==> config.mk <==
export PLATFORM = sky130hd
export DESIGN_NAME = tpiu_frame_deframer
export DESIGN_NICKNAME = d
export VERILOG_FILES = /design/src/rtl/tpiu_pkg.sv /design/src/rtl/tpiu_sync_search.sv /design/src/rtl/tpiu_frame_deframer.sv
export SDC_FILE = /design/constraint.sdc
export NUM_CORES = 1
export LEC_CHECK = 0
export ABC_AREA = 0
export BUFFER_PORTS_ARGS = -buffer_cell sky130_fd_sc_hd__buf_2
export CAP_MARGIN = 25
export CORE_UTILIZATION = 24
export CTS_CLUSTER_DIAMETER = 120
export DETAILED_ROUTE_END_ITERATION = 7
export PLACE_DENSITY_LB_ADDON = 0.15
export RECOVER_POWER = 25
export SLEW_MARGIN = 20
export SYNTH_ARGS = -nofsm -noshare
export SYNTH_HDL_FRONTEND = slang
export SYNTH_SLANG_ARGS = --single-unit
==> constraint.sdc <==
create_clock -name clk -period 3.6 [get_ports clk]
set_input_delay 0.18 -clock clk [delete_from_list [all_inputs] [get_ports clk]]
set_output_delay 0.18 -clock clk [all_outputs]
set_load 0.01 [all_outputs]
==> src/rtl/tpiu_pkg.sv <==
// Shared definitions for the TPIU frame deframer: sync patterns, the
// sync-state enum and the runtime port-width legality check.
package tpiu_pkg;

    // Full sync in first-received-bit-at-bit-0 order: 31 ones, then a zero.
    localparam logic [31:0] SYNC_FULL = 32'h7FFF_FFFF;
    localparam logic [15:0] SYNC_HALF = 16'h7FFF;

    typedef enum logic {
        UNSYNC = 1'b0,
        SYNC   = 1'b1
    } state_e;

    // Legal runtime widths are 1, 2, 4 and 8, and never wider than the port.
    function automatic logic width_valid(input logic [3:0] width, input int maxwidth);
        logic pow2;
        pow2 = (width == 4'd1) || (width == 4'd2) || (width == 4'd4) || (width == 4'd8);
        return pow2 && (int'(width) <= maxwidth);
    endfunction

endpackage

==> src/rtl/tpiu_sync_search.sv <==
// Combinational full-sync finder. The 31 previously received bits and the
// nbits new bits of this cycle are checked at every offset where the
// pattern could end on a new bit; the earliest such offset is reported.
module tpiu_sync_search
    import tpiu_pkg::*;
#(
    parameter int MAXWIDTH = 4
) (
    input  logic [30:0]           hist,
    input  logic [2*MAXWIDTH-1:0] new_bits,
    input  logic [4:0]            nbits,
    output logic                  match,
    output logic [4:0]            match_idx
);

    localparam int NB = 2 * MAXWIDTH;

    logic [NB+30:0] ext;
    assign ext = {new_bits, hist};

    // Scan from the latest offset down so the earliest matching offset is the one kept.
    always_comb begin
        match     = 1'b0;
        match_idx = '0;
        for (int k = NB - 1; k >= 0; k--) begin
            if ((5'(k) < nbits) && (ext[k +: 32] == SYNC_FULL)) begin
                match     = 1'b1;
                match_idx = 5'(k);
            end
        end
    end

endmodule

==> src/rtl/tpiu_frame_deframer.sv <==
// TPIU frame deframer: turns registered DDR trace sample pairs into 16-bit
// packet words grouped in FRAME_WORDS-word frames. Realigns on every full
// sync, drops half-syncs and loses sync after 2^TIMEOUT_BITS quiet cycles.
// Optional statistics outputs are built when TPIU_STATS_EN is defined.
module tpiu_frame_deframer
    import tpiu_pkg::*;
#(
    parameter int MAXWIDTH     = 4,
    parameter int FRAME_WORDS  = 8,
    parameter int TIMEOUT_BITS = 24
) (
    input  logic                clk,
    input  logic                rst,
    input  logic [MAXWIDTH-1:0] traceDina,
    input  logic [MAXWIDTH-1:0] traceDinb,
    input  logic                traceValid,
    input  logic [3:0]          width,
    output logic                WdAvail,
    output logic [15:0]         PacketWd,
    output logic                PacketReset,
    output logic                PacketCommit,
    output logic                sync,
    output logic                cfgErr
`ifdef TPIU_STATS_EN
  , output logic [15:0]         syncCount,
    output logic [15:0]         halfSyncCount,
    output logic [15:0]         frameCount
`endif
);

    localparam int NB = 2 * MAXWIDTH;
    localparam int CW = $clog2(FRAME_WORDS + 1);

    state_e                  state_q, state_d;
    logic [30:0]             hist_q, hist_d;
    logic [4:0]              offset_q, offset_d;
    logic [15:0]             hold_q, hold_d;
    logic                    hold_vld_q, hold_vld_d;
    logic [CW-1:0]           count_q, count_d;
    logic [TIMEOUT_BITS-1:0] tmo_q, tmo_d;
    logic [3:0]              width_q, width_d;
    logic                    wd_avail_q, wd_avail_d;
    logic [15:0]             packet_wd_q, packet_wd_d;
    logic                    packet_reset_q, packet_reset_d;
    logic                    packet_commit_q, packet_commit_d;
    logic                    sync_q, sync_d;
    logic                    cfg_err_q, cfg_err_d;

    logic            cfg_bad, width_chg, sync_hit, found, release_held, half_drop;
    logic [4:0]      nbits, found_idx;
    logic [5:0]      sum;
    logic [NB-1:0]   new_bits;
    logic [NB+30:0]  ext;
    logic [15:0]     halfword;

    assign cfg_bad   = !width_valid(width, MAXWIDTH);
    assign width_chg = (width != width_q);
    assign nbits     = {width, 1'b0};
    assign ext       = {new_bits, hist_q};
    assign sum       = {1'b0, offset_q} + {1'b0, nbits};
    // The halfword in progress holds offset_q bits, so it begins 31-offset_q into ext.
    assign halfword  = 16'(ext >> (5'd31 - offset_q));
    assign sync_hit  = traceValid && !cfg_bad && !width_chg && found;

    // Pack this cycle's bits in stream order: rising-edge sample, then falling-edge sample.
    always_comb begin
        new_bits = '0;
        for (int i = 0; i < MAXWIDTH; i++) begin
            if (!cfg_bad && (i < int'(width))) begin
                new_bits[i]               = traceDina[i];
                new_bits[i + int'(width)] = traceDinb[i];
            end
        end
    end

    tpiu_sync_search #(
        .MAXWIDTH (MAXWIDTH)
    ) u_search (
        .hist      (hist_q),
        .new_bits  (new_bits),
        .nbits     (nbits),
        .match     (found),
        .match_idx (found_idx)
    );

    // Next-state: config loss, sync realign, halfword assembly/hold/release, timeout.
    always_comb begin
        // NOTE: every _d starts from a default so no branch leaves it unassigned (no latch).
        state_d         = state_q;
        hist_d          = hist_q;
        offset_d        = offset_q;
        hold_d          = hold_q;
        hold_vld_d      = hold_vld_q;
        count_d         = count_q;
        width_d         = width;
        cfg_err_d       = cfg_bad;
        tmo_d           = (tmo_q != '0) ? tmo_q - 1'b1 : tmo_q;
        wd_avail_d      = 1'b0;
        packet_wd_d     = packet_wd_q;
        packet_reset_d  = 1'b0;
        packet_commit_d = 1'b0;
        release_held    = 1'b0;
        half_drop       = 1'b0;

        if (width_chg || cfg_bad) begin
            // Samples are meaningless under a new or illegal width: start over.
            state_d        = UNSYNC;
            hist_d         = '0;
            offset_d       = '0;
            hold_d         = '0;
            hold_vld_d     = 1'b0;
            count_d        = '0;
            tmo_d          = '0;
            packet_reset_d = width_chg;
        end else if (traceValid) begin
            hist_d = 31'(ext >> nbits);
            if (sync_hit) begin
                // Next halfword starts at the bit after the pattern; a pending 0xFFFF is dropped.
                state_d        = SYNC;
                offset_d       = 5'(nbits - 5'd1 - found_idx);
                hold_d         = '0;
                hold_vld_d     = 1'b0;
                count_d        = '0;
                tmo_d          = '1;
                packet_reset_d = 1'b1;
            end else if (state_q == SYNC) begin
                if (sum >= 6'd16) begin
                    offset_d = 5'(sum - 6'd16);
                    // A 0xFFFF/0x7FFF pair is always also caught by the search above.
                    if (tmo_d != '0) begin
                        release_held = hold_vld_q;
                        if (halfword == SYNC_HALF) begin
                            half_drop  = 1'b1;
                            hold_vld_d = 1'b0;
                        end else begin
                            hold_d     = halfword;
                            hold_vld_d = 1'b1;
                        end
                    end
                end else begin
                    offset_d = sum[4:0];
                end
            end
        end

        if (release_held) begin
            wd_avail_d  = 1'b1;
            packet_wd_d = hold_q;
            if (count_q == CW'(FRAME_WORDS - 1)) begin
                count_d         = '0;
                packet_commit_d = 1'b1;
            end else begin
                count_d = count_q + 1'b1;
            end
        end

        if (tmo_d == '0) begin
            state_d = UNSYNC;
        end
        sync_d = (state_d == SYNC) && (tmo_d != '0);
    end

    // State and registered outputs.
    always_ff @(posedge clk or negedge rst) begin
        if (!rst) begin
            state_q         <= UNSYNC;
            hist_q          <= '0;
            offset_q        <= '0;
            hold_q          <= '0;
            hold_vld_q      <= 1'b0;
            count_q         <= '0;
            tmo_q           <= '0;
            width_q         <= '0;
            wd_avail_q      <= 1'b0;
            packet_wd_q     <= '0;
            packet_reset_q  <= 1'b0;
            packet_commit_q <= 1'b0;
            sync_q          <= 1'b0;
            cfg_err_q       <= 1'b0;
        end else begin
            // NOTE: non-blocking so every flop takes the value computed from pre-edge state.
            state_q         <= state_d;
            hist_q          <= hist_d;
            offset_q        <= offset_d;
            hold_q          <= hold_d;
            hold_vld_q      <= hold_vld_d;
            count_q         <= count_d;
            tmo_q           <= tmo_d;
            width_q         <= width_d;
            wd_avail_q      <= wd_avail_d;
            packet_wd_q     <= packet_wd_d;
            packet_reset_q  <= packet_reset_d;
            packet_commit_q <= packet_commit_d;
            sync_q          <= sync_d;
            cfg_err_q       <= cfg_err_d;
        end
    end

    assign WdAvail      = wd_avail_q;
    assign PacketWd     = packet_wd_q;
    assign PacketReset  = packet_reset_q;
    assign PacketCommit = packet_commit_q;
    assign sync         = sync_q;
    assign cfgErr       = cfg_err_q;

`ifdef TPIU_STATS_EN
    logic [15:0] sync_cnt_q, sync_cnt_d;
    logic [15:0] half_cnt_q, half_cnt_d;
    logic [15:0] frame_cnt_q, frame_cnt_d;

    // Saturating event counters.
    always_comb begin
        sync_cnt_d  = sync_cnt_q;
        half_cnt_d  = half_cnt_q;
        frame_cnt_d = frame_cnt_q;
        if (sync_hit && (sync_cnt_q != 16'hFFFF))          sync_cnt_d  = sync_cnt_q + 16'd1;
        if (half_drop && (half_cnt_q != 16'hFFFF))         half_cnt_d  = half_cnt_q + 16'd1;
        if (packet_commit_d && (frame_cnt_q != 16'hFFFF))  frame_cnt_d = frame_cnt_q + 16'd1;
    end

    // Statistics registers.
    always_ff @(posedge clk or negedge rst) begin
        if (!rst) begin
            sync_cnt_q  <= '0;
            half_cnt_q  <= '0;
            frame_cnt_q <= '0;
        end else begin
            sync_cnt_q  <= sync_cnt_d;
            half_cnt_q  <= half_cnt_d;
            frame_cnt_q <= frame_cnt_d;
        end
    end

    assign syncCount     = sync_cnt_q;
    assign halfSyncCount = half_cnt_q;
    assign frameCount    = frame_cnt_q;
`else
    logic unused_stats;
    assign unused_stats = half_drop;
`endif

endmodule

## After elaboration in Yosys (flattened, before gate mapping)

Index checks and enable logic that the tools add are counted.

- Register bits after elaboration: 107
- Input port bits: 15
- Output and inout bits: 21
- Word-level logic and storage cells: 183

- $add $sub $neg: 10
- Magnitude comparators: 22
- Equal/unequal tests: 16
- Shift-type cells: 2
- Multiplexer cells: 78
- Reductions and logical operators: 41

Operators with widths:

| operator | count |
|---|---|
| $eq A32 B31 Y1 const B | 8 |
| $mux W16 | 7 |
| $mux W24 | 4 |
| $reduce_bool A24 Y1 | 3 |
| $mux W31 | 2 |
| $shr A39 B5 Y16 | 1 |
| $shr A39 B5 Y31 | 1 |
| $mux W1 | 35 |
| $bwmux W8 | 4 |
| $mux W8 | 4 |
| $mux W5 | 5 |
| $logic_not A24 Y1 | 1 |
| $mux W3 | 8 |
| $sub A24 B1 Y24 const B | 1 |
| $logic_and A1 B1 Y1 | 21 |
| $lt A3 B5 Y1 const A | 4 |
| $mux W4 | 5 |
| $eq A16 B15 Y1 const B | 1 |
| $ge A5 B1 Y1 const B | 3 |
| $lt A5 B4 Y1 const B | 3 |
| $reduce_bool A3 Y1 | 5 |
| $demux W1 S3 | 4 |
| $add A2 B4 Y5 const A | 2 |
| $lt A1 B5 Y1 const A | 2 |
| other kinds (26) | 35 |

## Longest topological paths before layout

- Depth after elaboration: 30
- Gate-level depth with buffers: 22
- Gate-level depth less buffers: 17

## Hierarchy

A second synthesis with hierarchy kept.

- Cells, all modules: 1149
- Area total of the unflattened synthesis: 9435.3 µm²

By module, submodules not included:

| module | instances | cells each | area an instance (µm²) | seq. area each (µm²) |
|---|---|---|---|---|
| tpiu_frame_deframer | 1 | 1096 | 9115.0 | 2652.5 |
| tpiu_sync_search | 1 | 53 | 320.3 | 0.0 |

## Worst setup path after synthesis

OpenSTA, ideal clock, no wires.

- Path type: input to register
- Start: input width[2]
- End: register hold_q[12]
- Library setup time: 132 ps
- Arrival: 4231 ps
- Required time: 3468 ps
- Slack: -763 ps
- Stages: 20
- Buffers on the path: 6
- Path through: buf_2 buf_2 buf_1 inv_2 buf_1 nor3_1 ha_1 and3b_1 clkbuf_1 o211ai_1 a21oi_1 a221oi_1 a311o_1 o221a_2 a311oi_1 nand4_1 o31ai_2 buf_2 mux2i_1 nor2_1

- Cells in the longest elaborated chain, start to end: 27

Ends and longest elaborated chain:

| item | line | source |
|---|---|---|
| start, declared | tpiu_frame_deframer.sv:17 | `input logic [3:0] width,` |
| branches (longest 27 deep; another with $add A1 B4 Y5) | - |  |
| end signal, assigned | tpiu_frame_deframer.sv:185 | `hold_q <= hold_d;` |
| end, declared | tpiu_frame_deframer.sv:37 | `logic [15:0] hold_q, hold_d;` |

Several ways; the timed one is not identified. The select of a mux whose other input is x is not followed.
A chain may end at the register's enable or synchronous reset.

## Worst setup path in the final report

- Start: register offset_q[1]
- End: register hold_q[5]

- Cells in the longest elaborated chain, start to end: 9

Ends and longest elaborated chain:

| item | line | source |
|---|---|---|
| start, declared | tpiu_frame_deframer.sv:36 | `logic [4:0] offset_q, offset_d;` |
| start signal, assigned | tpiu_frame_deframer.sv:184 | `offset_q <= offset_d;` |
| $sub A5 B5 Y5 | tpiu_frame_deframer.sv:62 | `assign halfword = 16'(ext >> (5'd31 - offset_q));` |
| $shr A39 B5 Y16 | tpiu_frame_deframer.sv:62 |  |
| $mux W16 | tpiu_frame_deframer.sv:132 | `if (halfword == SYNC_HALF) begin` |
| $mux W16 | tpiu_frame_deframer.sv:130 | `if (tmo_d != '0) begin` |
| $mux W16 | tpiu_frame_deframer.sv:127 | `if (sum >= 6'd16) begin` |
| $mux W16 | tpiu_frame_deframer.sv:126 | `end else if (state_q == SYNC) begin` |
| $mux W16 | tpiu_frame_deframer.sv:117 | `if (sync_hit) begin` |
| $mux W16 | tpiu_frame_deframer.sv:115 | `end else if (traceValid) begin` |
| $mux W16 | tpiu_frame_deframer.sv:105 | `if (width_chg \|\| cfg_bad) begin` |

Several ways; a longest one is shown, not always the timed one. The select of a mux whose other input is x is not followed.

==> metrics.md <==
| Metric | Value |
|---|---|
| Result of the run | finished, final reports clean |
| Startpoint of the lowest-slack register-to-register path | offset_q[1] |
| Count of vias placed by the detailed router | ~9000 |
| Post-synthesis net count | 1107 |
| Clk_lat worst skew | ~400 ps |
| Final min period | about 3500 ps |
| DIE HEIGHT | 196.8 microns |
| Count of placed standard cells in the final layout, fillers left out | 1714 |
| Number of enable flip-flop cells after synthesis | 0 |
| Capturing instance or port of the critical path | hold_q[5] |
| Cell count after synthesis | between 1000 and 1500 |
| Share of the cycle needed by the critical path after routing | a little over nine tenths |
| Total area of multi-input combinational cells | roughly 0.0062 sq mm |
| Crit start category | flop |
| Global-route wire length before repair | about 53 mm |
| Leakage Power | between 0.004 and 0.005 uW |
| Most area-consuming cells after synthesis | sky130_fd_sc_hd__dfrtp_1 (29%), sky130_fd_sc_hd__mux2i_1 (8.0%), sky130_fd_sc_hd__mux2_2 (5.6%) |
| HPWL Detailed | between 20 and 30 mm |
| Placeable core region | approximately 0.037 sq mm |
| # placed instances | ~1700 |
| CP Launch Point | offset_q[1] |
| Clock tree from TritonCTS | yes |
| Worst endpoint required time | 3900 ps |
| Worst R2R Path Depth | 13 |
| H-tree levels | 3 |
| Boundary pin count | 36 |
| Clock Sink Count | between 100 and 150 |
| Clk root buf | sky130_fd_sc_hd__clkbuf_16 |
| R2R setup slack | about 110 ps |
| Mean instance size in the synthesized netlist | 8.459 sq um |
| Number of register bits inferred by synthesis | about 110 |
| Post-synthesis sequential area ratio | just under 30% |
| Maximum fanout encountered on the critical timing path | 21 |
| Synthesis warning total | 0 |
| 1st-iter DRT viols | 586 |
| Final Max Slew Viols | 0 |
| Initial Utilization | about a quarter |
| Total detailed-routing wirelength | 34.50 mm |
| Number of port buffers | 35 |
| Number of maximum-capacitance constraint violations | 0 |
| P&R area growth vs syn | 25.15% |
| Async set or reset register ratio after synthesis | between 90% and 100% |
| Clock slew at reported path FFs | roughly 90 ps |
| Number of cells on the worst hold path | 2 |
| Distinct cell type count of the synthesized netlist | between 70 and 80 |
| Number of global-route vias before repair | 8785 |
| Critical Path Sink Type | flop |
| Final setup skew | between 15 and 20 ps |
| Post-synthesis cell area | 0.009110 sq mm |
| Number of fill cells in the layout | about 4000 |
| Type of the worst setup path | flop to flop |
| Setup TNS Final | 0 ps |
| Average routed wire per standard cell | a little over 20 microns |
| Antenna diode count | 0 |
| Peak supply drop | between 200 and 250 uV |
| Post-detailed-route DRC marker count | 0 |
| Headroom to the max-slew limit | about a tenth |
| Total grt overflow | 0 |
| Data arrival, critical path | about 3800 ps |
| Reg area | 0.002655 sq mm |
| Total power per unit cell area | between 200 and 250 mW/mm^2 |
| Prevailing post-synth register cell | sky130_fd_sc_hd__dfrtp_1 |
| Number of cell rows | 70 |
| Layout cell share with drive strength beyond 1 | 27.93% |
| Maximum number of pins on one net before global-route repair | 63 |
| Clock Path Buffers | 2 |
| Total Nets Final | ~1200 |
| Global-route total usage across every layer | between 15 and 20% |
| Width of the die | 196.8 microns |
| Library cell occupying the most area in the post-synthesis netlist | sky130_fd_sc_hd__dfrtp_1 |
| Remaining antenna violation count | 0 |
| Antenna violations before repair | 0 |
| Terminus of the critical flop-to-flop path | hold_q[5] |
| Peak clock frequency supported by timing | between 0.2 and 0.3 GHz |
| Portion of synthesized cell area occupied by the leading cell type | between 20% and 30% |
| Class of the tightest hold or removal check | input pin to flop |
| Iteration count of the initial detailed-routing pass | 5 |
| Actual transition at the worst max-transition pin | between 1000 and 1500 ps |
| Number of failing hold endpoints at the final stage | 0 |
| Number of buffers added by the clock tree synthesis step | 9 |
| Final setup violation count | 0 |
| Area of the die | ~0.039 sq mm |
| Last weighted congestion value of the routability-driven placer | 0.9164 |
| Post-detailed-route via-to-cell ratio | around 5.2 |
## power breakdown
part / internal [uW] / total, uW / leakage (uW) / switching, uW
combinational: 135 / 358 / 0.00322 / 222
clock: 509 / 1110 / 0.000154 / 599
sequential: 1200 / 1200 / 0.00146 / 5.70
## final cells by class
class                           count  area share, %
Clock buffer                        9          1.975
Timing Repair Buffer              202          12.94
Sequential cell                   106          23.29
Clock inverter                      7         0.8231
Inverter                           24         0.8670
Tap cell                          504          5.531
Multi-Input combinational cell    862          54.58
## placed cells by master, fill, tap and decap left out, types with 10 or more instances in the layout
master | synthesis | routed
sky130_fd_sc_hd__nand4_1 | 18 | 18
sky130_fd_sc_hd__buf_2 | 14 | 26
sky130_fd_sc_hd__o22ai_1 | 23 | 23
sky130_fd_sc_hd__nand3_1 | 18 | 16
sky130_fd_sc_hd__a221oi_1 | 11 | 11
sky130_fd_sc_hd__o31ai_1 | 12 | 10
sky130_fd_sc_hd__o211ai_1 | 25 | 25
sky130_fd_sc_hd__dfrtp_1 | 106 | 104
sky130_fd_sc_hd__a211oi_1 | 11 | 11
sky130_fd_sc_hd__nor2b_1 | 13 | 12
sky130_fd_sc_hd__o21ai_0 | 52 | 51
sky130_fd_sc_hd__a21oi_1 | 88 | 86
sky130_fd_sc_hd__ha_1 | 13 | 11
sky130_fd_sc_hd__nand2b_1 | 10 | 10
sky130_fd_sc_hd__mux2i_1 | 73 | 73
sky130_fd_sc_hd__inv_1 | 19 | 19
sky130_fd_sc_hd__buf_4 | 1 | 159
sky130_fd_sc_hd__xor2_1 | 19 | 19
sky130_fd_sc_hd__mux4_2 | 15 | 15
sky130_fd_sc_hd__nor3_1 | 23 | 22
sky130_fd_sc_hd__nand2_1 | 93 | 92
sky130_fd_sc_hd__nor4_1 | 23 | 19
sky130_fd_sc_hd__mux2_2 | 45 | 45
sky130_fd_sc_hd__nor2_1 | 125 | 124
sky130_fd_sc_hd__mux2_4 | 13 | 13
## stage by stage
step | instance area, sq um | hold slack (ps) | power (uW) | worst slack [ps] | util, %
5_1_grt | 11400 | 70.26 | 2778 | -44.24 | 30.85
3_5_place_dp | 10850 | 274.8 | 1576 | -360.3 | 29.35
3_3_place_gp | 10850 | 268.8 | 1579 | -293.7 | 29.35
6_report | 11400 | 62.93 | 2666 | 106.2 | 30.85
2_1_floorplan | 9223 | -115.6 | 1419 | -65.90 | -
4_1_cts | 11190 | 52.75 | 2706 | 43.75 | 30.26
## worst max-delay path, stage by stage (launching register included)
cell and delay (ps):
sky130_fd_sc_hd__dfrtp_2 480, sky130_fd_sc_hd__buf_12 210, sky130_fd_sc_hd__mux2_2 410, sky130_fd_sc_hd__mux4_2 490, sky130_fd_sc_hd__a221oi_1 270, sky130_fd_sc_hd__inv_1 80, sky130_fd_sc_hd__o32ai_1 380, sky130_fd_sc_hd__buf_4 190
sky130_fd_sc_hd__a311oi_1 40, sky130_fd_sc_hd__nand4_1 160, sky130_fd_sc_hd__o31ai_4 90, sky130_fd_sc_hd__buf_2 160, sky130_fd_sc_hd__or3_1 300, sky130_fd_sc_hd__a21oi_1 150
## cell usage after synthesis (4+ instances only)
cell                         n
sky130_fd_sc_hd__nor2_1    125
sky130_fd_sc_hd__dfrtp_1   106
sky130_fd_sc_hd__nand2_1    93
sky130_fd_sc_hd__a21oi_1    88
sky130_fd_sc_hd__mux2i_1    73
sky130_fd_sc_hd__clkbuf_1   54
sky130_fd_sc_hd__o21ai_0    52
sky130_fd_sc_hd__mux2_2     45
sky130_fd_sc_hd__o211ai_1   25
sky130_fd_sc_hd__nor3_1     23
sky130_fd_sc_hd__nor4_1     23
sky130_fd_sc_hd__o22ai_1    23
sky130_fd_sc_hd__inv_1      19
sky130_fd_sc_hd__xor2_1     19
sky130_fd_sc_hd__nand3_1    18
sky130_fd_sc_hd__nand4_1    18
sky130_fd_sc_hd__mux4_2     15
sky130_fd_sc_hd__buf_1      14
sky130_fd_sc_hd__buf_2      14
sky130_fd_sc_hd__ha_1       13
sky130_fd_sc_hd__mux2_4     13
sky130_fd_sc_hd__nor2b_1    13
sky130_fd_sc_hd__o31ai_1    12
sky130_fd_sc_hd__a211oi_1   11
sky130_fd_sc_hd__a221oi_1   11
sky130_fd_sc_hd__nand2b_1   10
sky130_fd_sc_hd__xnor2_1    10
sky130_fd_sc_hd__and2_1      7
sky130_fd_sc_hd__and3_1      7
sky130_fd_sc_hd__a22oi_1     6
sky130_fd_sc_hd__nor4b_1     6
sky130_fd_sc_hd__a21o_1      5
sky130_fd_sc_hd__o221ai_1    5
sky130_fd_sc_hd__or2_2       5
sky130_fd_sc_hd__or3_1       5
sky130_fd_sc_hd__a311oi_1    4
sky130_fd_sc_hd__a31oi_1     4
sky130_fd_sc_hd__and3b_1     4
sky130_fd_sc_hd__inv_2       4
sky130_fd_sc_hd__nand3b_1    4
sky130_fd_sc_hd__nand4b_1    4
## worst min path at each step
stage,startpoint,to,slack [ps]
after floorplan,rst,PacketCommit,-120
after global placement,rst,hist_q[13],270
after CTS,width[0],width_q[0],50
after global routing,width[0],width_q[0],70
after detailed placement,rst,hist_q[3],270
final,width[0],width_q[0],60
## sequential cells by signal, summed over array words and instances (netlist names)
name and flops:
PacketCommit 1, PacketReset 1, WdAvail 1, hold_q 16, state_q 1, count_q 4, tmo_q 24, hold_vld_q 1
width_q 4, PacketWd 16, offset_q 5, hist_q 31, cfgErr 1
## repair_timing
action | in CTS | in global routing
setup buffers | 0 | 8
endpoints found under the hold margin | 44 | 0
resized for setup | 3 | 31
pin swaps | 1 | 8
endpoints found under the setup margin | 12 | 41
hold buffers | 1 | 0
gates cloned | 0 | 2
## cell families (layout without fill, tap and decap cells)
group           count (synthesis)  after routing  share of synthesized area [%]
buf+inv                       110            242                          5.013
xor+xnor                       29             29                          2.788
fa+ha+maj                      15             15                          2.225
simple gates                  381            382                          20.53
compound gates                290            290                          20.89
mux                           146            146                          19.43
flops                         106            106                          29.12
## layer usage
metal	up-vias	GRT usage, %	wire, microns	share of wire, %
li1	4294	-	-	-
met1	4380	24.64	16400	48
met2	246	28.54	15700	46
met3	50	2.242	1351	3.9
met4	0	6.661	1044	3.0
met5	-	0	0	0
Power figures use the tool's default switching activity.
